[src/rtl/stopwatch_display_ctl_pkg.sv]
// Shared definitions for the stopwatch display controller: FSM state
// encoding, active-high 7-segment glyphs, digit indices and BCD stepping.
package stopwatch_display_ctl_pkg;

    typedef enum logic [1:0] {
        IDLE  = 2'd0,
        RUN   = 2'd1,
        PAUSE = 2'd2
    } sw_state_t;

    // Active-high segment patterns, bit order {g,f,e,d,c,b,a}
    localparam logic [6:0] SEG_0     = 7'h3F;
    localparam logic [6:0] SEG_1     = 7'h06;
    localparam logic [6:0] SEG_2     = 7'h5B;
    localparam logic [6:0] SEG_3     = 7'h4F;
    localparam logic [6:0] SEG_4     = 7'h66;
    localparam logic [6:0] SEG_5     = 7'h6D;
    localparam logic [6:0] SEG_6     = 7'h7D;
    localparam logic [6:0] SEG_7     = 7'h07;
    localparam logic [6:0] SEG_8     = 7'h7F;
    localparam logic [6:0] SEG_9     = 7'h6F;
    localparam logic [6:0] SEG_BLANK = 7'h00;

    // Scan position of each digit
    localparam logic [1:0] DIG_SEC_ONES = 2'd0;
    localparam logic [1:0] DIG_SEC_TENS = 2'd1;
    localparam logic [1:0] DIG_MIN_ONES = 2'd2;
    localparam logic [1:0] DIG_MIN_TENS = 2'd3;

    // Advance an MM:SS BCD count by one second, wrapping to 00:00 after
    // max_mt max_mo : 59. Digits never leave 0..9, sec tens never exceed 5.
    function automatic logic [15:0] bcd_inc(input logic [15:0] cur,
                                            input logic [3:0]  max_mt,
                                            input logic [3:0]  max_mo);
        logic [3:0] mt, mo, st, so;
        {mt, mo, st, so} = cur;
        if (so != 4'd9) begin
            so = so + 4'd1;
        end else begin
            so = 4'd0;
            if (st != 4'd5) begin
                st = st + 4'd1;
            end else begin
                st = 4'd0;
                if ((mt == max_mt) && (mo == max_mo)) begin
                    mt = 4'd0;
                    mo = 4'd0;
                end else if (mo != 4'd9) begin
                    mo = mo + 4'd1;
                end else begin
                    mo = 4'd0;
                    mt = mt + 4'd1;
                end
            end
        end
        return {mt, mo, st, so};
    endfunction

endpackage

[src/rtl/bcd_to_seg7.sv]
// BCD digit to active-high 7-segment pattern; codes 10..15 are blank.
module bcd_to_seg7
    import stopwatch_display_ctl_pkg::*;
(
    input  logic [3:0] digit,
    output logic [6:0] pattern
);

    // Glyph lookup
    always_comb begin
        pattern = SEG_BLANK;
        case (digit)
            4'd0:    pattern = SEG_0;
            4'd1:    pattern = SEG_1;
            4'd2:    pattern = SEG_2;
            4'd3:    pattern = SEG_3;
            4'd4:    pattern = SEG_4;
            4'd5:    pattern = SEG_5;
            4'd6:    pattern = SEG_6;
            4'd7:    pattern = SEG_7;
            4'd8:    pattern = SEG_8;
            4'd9:    pattern = SEG_9;
            default: pattern = SEG_BLANK;
        endcase
    end

endmodule

[src/rtl/stopwatch_display_ctl.sv]
// MM:SS stopwatch counting rising edges of the divider's slow output, with a
// start/pause/clear FSM and a registered 4-digit multiplexed 7-seg driver.
// The divided signals are sampled as data on the single system clock.
module stopwatch_display_ctl
    import stopwatch_display_ctl_pkg::*;
#(
    parameter int SEG_ACTIVE_LOW = 1,
    parameter int DP_DIGIT       = 2,
    parameter int MAX_MIN        = 59
) (
    input  logic        clk,
    input  logic        rst,
    input  logic        tick_in,
    input  logic [1:0]  scan_sel,
    input  logic        btn_start,
    input  logic        btn_clear,
    output logic [15:0] bcd,
    output logic        running,
    output logic [3:0]  an,
    output logic [7:0]  seg
);

    localparam logic [3:0] MAX_MT = 4'(MAX_MIN / 10);
    localparam logic [3:0] MAX_MO = 4'(MAX_MIN % 10);
    localparam logic [1:0] DP_SEL = 2'(DP_DIGIT);

    sw_state_t   state_r, next_state_s;
    logic        tick_q;
    logic        step_s;
    logic        count_en_s;
    logic        clear_s;
    logic [15:0] bcd_r;
    logic        running_r;
    logic [3:0]  digit_s;
    logic [6:0]  pattern_s;
    logic [7:0]  seg_raw_s;
    logic [3:0]  an_raw_s;
    logic [3:0]  an_r;
    logic [7:0]  seg_r;

    assign step_s     = tick_in & ~tick_q;
    assign count_en_s = step_s & (state_r == RUN);

    // Delay the time base by one clock for rising-edge detection
    always_ff @(posedge clk) begin
        if (rst) begin
            tick_q <= 1'b0;
        end else begin
            tick_q <= tick_in;
        end
    end

    // FSM state register
    always_ff @(posedge clk) begin
        if (rst) begin
            state_r <= IDLE;
        end else begin
            state_r <= next_state_s;
        end
    end

    // FSM transitions; clear beats start only while paused
    always_comb begin
        next_state_s = state_r;
        clear_s      = 1'b0;
        case (state_r)
            IDLE: begin
                if (btn_start) begin
                    next_state_s = RUN;
                end else begin
                    next_state_s = IDLE;
                end
            end
            RUN: begin
                if (btn_start) begin
                    next_state_s = PAUSE;
                end else begin
                    next_state_s = RUN;
                end
            end
            PAUSE: begin
                if (btn_clear) begin
                    next_state_s = IDLE;
                    clear_s      = 1'b1;
                end else if (btn_start) begin
                    next_state_s = RUN;
                end else begin
                    next_state_s = PAUSE;
                end
            end
            default: begin
                next_state_s = IDLE;
                clear_s      = 1'b1;
            end
        endcase
    end

    // Count and running flag, updated on the same edge as the state
    always_ff @(posedge clk) begin
        if (rst) begin
            bcd_r     <= 16'h0000;
            running_r <= 1'b0;
        end else begin
            if (clear_s) begin
                bcd_r <= 16'h0000;
            end else if (count_en_s) begin
                bcd_r <= bcd_inc(bcd_r, MAX_MT, MAX_MO);
            end else begin
                bcd_r <= bcd_r;
            end
            running_r <= (next_state_s == RUN);
        end
    end

    // Pick the digit under the current scan position
    always_comb begin
        digit_s = bcd_r[3:0];
        case (scan_sel)
            DIG_SEC_ONES: digit_s = bcd_r[3:0];
            DIG_SEC_TENS: digit_s = bcd_r[7:4];
            DIG_MIN_ONES: digit_s = bcd_r[11:8];
            DIG_MIN_TENS: digit_s = bcd_r[15:12];
            default:      digit_s = bcd_r[3:0];
        endcase
    end

    bcd_to_seg7 u_seg7 (
        .digit   (digit_s),
        .pattern (pattern_s)
    );

    assign seg_raw_s = {(scan_sel == DP_SEL), pattern_s};
    assign an_raw_s  = 4'b0001 << scan_sel;

    // Registered display drive with output polarity applied
    always_ff @(posedge clk) begin
        if (rst) begin
            if (SEG_ACTIVE_LOW != 0) begin
                an_r  <= 4'hF;
                seg_r <= 8'hFF;
            end else begin
                an_r  <= 4'h0;
                seg_r <= 8'h00;
            end
        end else begin
            if (SEG_ACTIVE_LOW != 0) begin
                an_r  <= ~an_raw_s;
                seg_r <= ~seg_raw_s;
            end else begin
                an_r  <= an_raw_s;
                seg_r <= seg_raw_s;
            end
        end
    end

    assign bcd     = bcd_r;
    assign running = running_r;
    assign an      = an_r;
    assign seg     = seg_r;

endmodule

[config.mk]
export PLATFORM = sky130hd
export DESIGN_NAME = stopwatch_display_ctl
export DESIGN_NICKNAME = d
export VERILOG_FILES = /design/src/rtl/stopwatch_display_ctl_pkg.sv /design/src/rtl/bcd_to_seg7.sv /design/src/rtl/stopwatch_display_ctl.sv
export SDC_FILE = /design/constraint.sdc
export NUM_CORES = 1
export LEC_CHECK = 0
export CAP_MARGIN = 30
export CORE_UTILIZATION = 40
export DETAILED_ROUTE_END_ITERATION = 16
export GPL_TIMING_DRIVEN = 0
export PLACE_DENSITY = 0.79
export SYNTH_ARGS = -nofsm -noshare
export SYNTH_HDL_FRONTEND = slang
export SYNTH_SLANG_ARGS = --single-unit
[constraint.sdc]
create_clock -name clk -period 4.4 [get_ports clk]
set_clock_uncertainty 0.15 [all_clocks]
set_input_delay 0.44 -clock clk [delete_from_list [all_inputs] [get_ports clk]]
set_output_delay 0.44 -clock clk [all_outputs]
set_load 0.005 [all_outputs]
==> flow_summary.ini <==
[outcome]
status = completed

[placement]
place_congestion = 0.7743
portBuffers = 32
hpwlAfterDp_um = 2032
placement.cell_area_mm2 = 0.001887

[timing]
setup_tns_ns = 0
setup_viol = 0
timing_hold_violations_final = 0
post-route-period-util_pct = 45.12
fmax_mhz = 503.7
drv_slew = 0
worst_slew_pin_slew_ns = 0.4838
max-slew-margin-rel_pct = 67.74
rsz0062_at_grt = false
final.min_clock_period_ns = 1.985

[pwr]
clockPowerShare_pct = 45.5
comb_power_share_pct = 7.1
p_int_w = 0.0004972
leakage_nw = 0.7633
p_per_area_mw_per_mm2 = 308.8
seqPwrFrac_pct = 47.5
finalPower_w = 0.0006190
vdd_ir_drop_max_v = 0.0001737
p_sw_share_pct = 19.67
switching_power_w = 0.0001218

[worst_setup_path]
crit_buf_inv = 3
reg2reg_to = seg[3]
crit_fanout = 10
reg2regPathDepth = 6
end_kind = register
max_stage_delay_ns = 0.46
crit_arrival_ns = 1.98
cpLargestDelayFamily = buffers and inverters
r2r_slack_ns = 2.52
slowest_stage = clkdlybuf4s50_1
cp_data_required_time_ns = 4.39
path_cells = clkdlybuf4s50_1 -> o21ai_0 -> nand2b_1 -> clkbuf_1 -> clkbuf_1 -> nor2_1
path_class = primary input to register
critPathMostFrequentCell = clkbuf_1
r2r_start = bcd[4]
crit_path_start_kind = primary input

[drt]
vias = 1256
wl_per_cell_um = 12.00
drcViolationCount = 0
wirelength_um = 2927
viasPerCell = 5.148
drt_iter0_markers = 54
drt_pass1_iterations = 4
ant_nets = 0

[clock_tree]
cts_hold_buf = 0
cts_root_buffer = clkbuf_8
clkSinkCount = 31
clk_latency_ns = 0.27
clkTransAtPathRegs_ns = 0.06
post_cts_buffers = 0
cts_resized = 0
cts_made_buffers = 5
h-tree-depth = 2
cts_tree = done
clockBufferDepth = 2

[layout]
layout-drive-gt1-share_pct = 11.62
antenna_cells = 0
syn_to_final_growth_pct = 32.84
multiInputGateArea_um2 = 814.5
fillCellCount = 323
fin_area_mm2 = 0.002004
mostFrequentLayoutCell = clkdlybuf4s50_1
seq_area_um2 = 620.6
final_cell_mix = 32 x clkdlybuf4s50_1, 31 x dfxtp_1, 13 x nor2_1, 12 x a21oi_1
fin_nets = 211

[floorplan]
start_util_pct = 43.51
die_h_um = 63.42
ios = 36
fp-row-count = 21
coreArea_mm2 = 0.003468
dieArea_mm2 = 0.004022
fp.dieW_um = 63.42

[synthesis]
yosys.area.top_type = dfxtp_1
async_reset_ff_share_pct = 0
synth-edff-count = 0
synth_seq_cells = 31
synth_warnings = 0
synthesis.area_mm2 = 0.001509
synth_area_leaders = dfxtp_1 41%, ha_1 5.8%, mux4_2 4.5%
ys_seq_area_share_pct = 41.13
synth-main-ff-cell = dfxtp_1
yosysUniqueCellTypes = 42
synthesis.nets = 172
syn_avg_cell_area_um2 = 9.550
synth_top_area_share_pct = 41.13
synthCells = 158

[hold_path]
hold_path.startpoint = scan_sel[1]
min_path_type = primary input to register
hold_path_end = seg[7]
whs_path_depth = 2

[global_routing]
grt_overflow_total = 0
antenna_found_initial = 0
grt_pass1_wl_um = 5140
grtUsageTotal_pct = 16.22
grt_max_degree = 11
grt_pass1_vias = 1177

[run]
cap_violations = 0
==> routing by layer <==
layer  global-route usage, %  up-vias  routed length [um]
met2                   26.86       42                1357
li1                        -      629                   -
met5                       0        -                   0
met1                   19.86      583                1351
met3                   5.072        2                 200
met4                   5.114        0                  18
==> Yosys cell counts, drive strengths merged (2+ instances only) <==
master	count
inv	6
dfxtp	31
mux4	4
or3	6
or3b	2
nand2b	4
ha	7
clkbuf	4
nand3b	2
and4bb	4
o21ai	13
xnor2	3
nand3	5
a21oi	12
xor2	4
nor2	14
nor2b	6
nand4	4
buf	5
nand2	8
mux2i	2
==> logic make-up (layout without fill, tap and decap cells) <==
kind of cell,count (synthesis),after routing,share of synthesized area [%]
and+or+nand+nor,63,63,26.29
DFF,31,31,41.13
AOI/OAI and AO/OA,29,29,10.28
buffers and inverters,15,55,4.891
adders and majority gates,7,7,5.804
xor gates and xnor gates,7,7,4.063
muxes,6,6,7.546
==> worst register-to-register path, cell delays in order (launching register included) <==
cell     delay (ns)
dfxtp_1        0.31
buf_2          0.17
mux4_1         0.56
inv_1          0.13
ha_1           0.25
a21oi_1        0.13
o21ai_1        0.06
==> area by class of cell <==
type	instances	area share, %
clock inverters	2	1.748
flip-flops and latches	31	30.96
plain buffers	9	2.559
clock buffers	6	4.120
repair buffers	32	15.98
well taps	46	2.871
multi-input cells	112	40.64
inverters	6	1.124
==> metrics by stage <==
| step | instances | hold slack, ns | util (%) | setup slack (ns) |
|---|---|---|---|---|
| final | 244 | 0.2805 | 57.79 | 2.415 |
| after global routing | 244 | 0.3005 | 57.79 | 2.249 |
| after CTS | 244 | 0.2744 | 57.79 | 2.390 |
| after detailed placement | 236 | 0.3318 | 54.40 | 2.142 |
| after global placement | 236 | 0.3297 | 54.40 | 2.153 |
| after floorplan | 158 | 0.3121 | - | 2.394 |
==> worst max-delay path by stage <==
| stage | depth (start not counted) | slack (ns) | to | from |
|---|---|---|---|---|
| global route | 6 | 2.25 | state_r[0] | btn_clear |
| CTS | 6 | 2.39 | bcd[0] | btn_clear |
| floorplan | 6 | 2.39 | seg[3] | scan_sel[1] |
| global placement | 6 | 2.15 | bcd[7] | btn_clear |
| detailed placement | 6 | 2.14 | bcd[0] | btn_clear |
| finish | 6 | 2.41 | bcd[0] | btn_clear |
==> registers in the layout (all words and copies together), names as in the netlist <==
| register | cells |
|---|---|
| state_r | 2 |
| bcd | 16 |
| an | 3 |
| running | 1 |
| seg | 8 |
| tick_q | 1 |
==> power by group through the flow <==
stage | Combinational, W | Sequential (W) | Clock, W
after global routing | 0.0000489 | 0.000295 | 0.000301
after detailed placement | 0.0000437 | 0.000300 | 0
after CTS | 0.0000443 | 0.000294 | 0.000287
final | 0.0000437 | 0.000294 | 0.000281
after floorplan | 0.0000222 | 0.000300 | 0
after global placement | 0.0000436 | 0.000300 | 0
No activity file was read; power rests on OpenSTA's default activity.
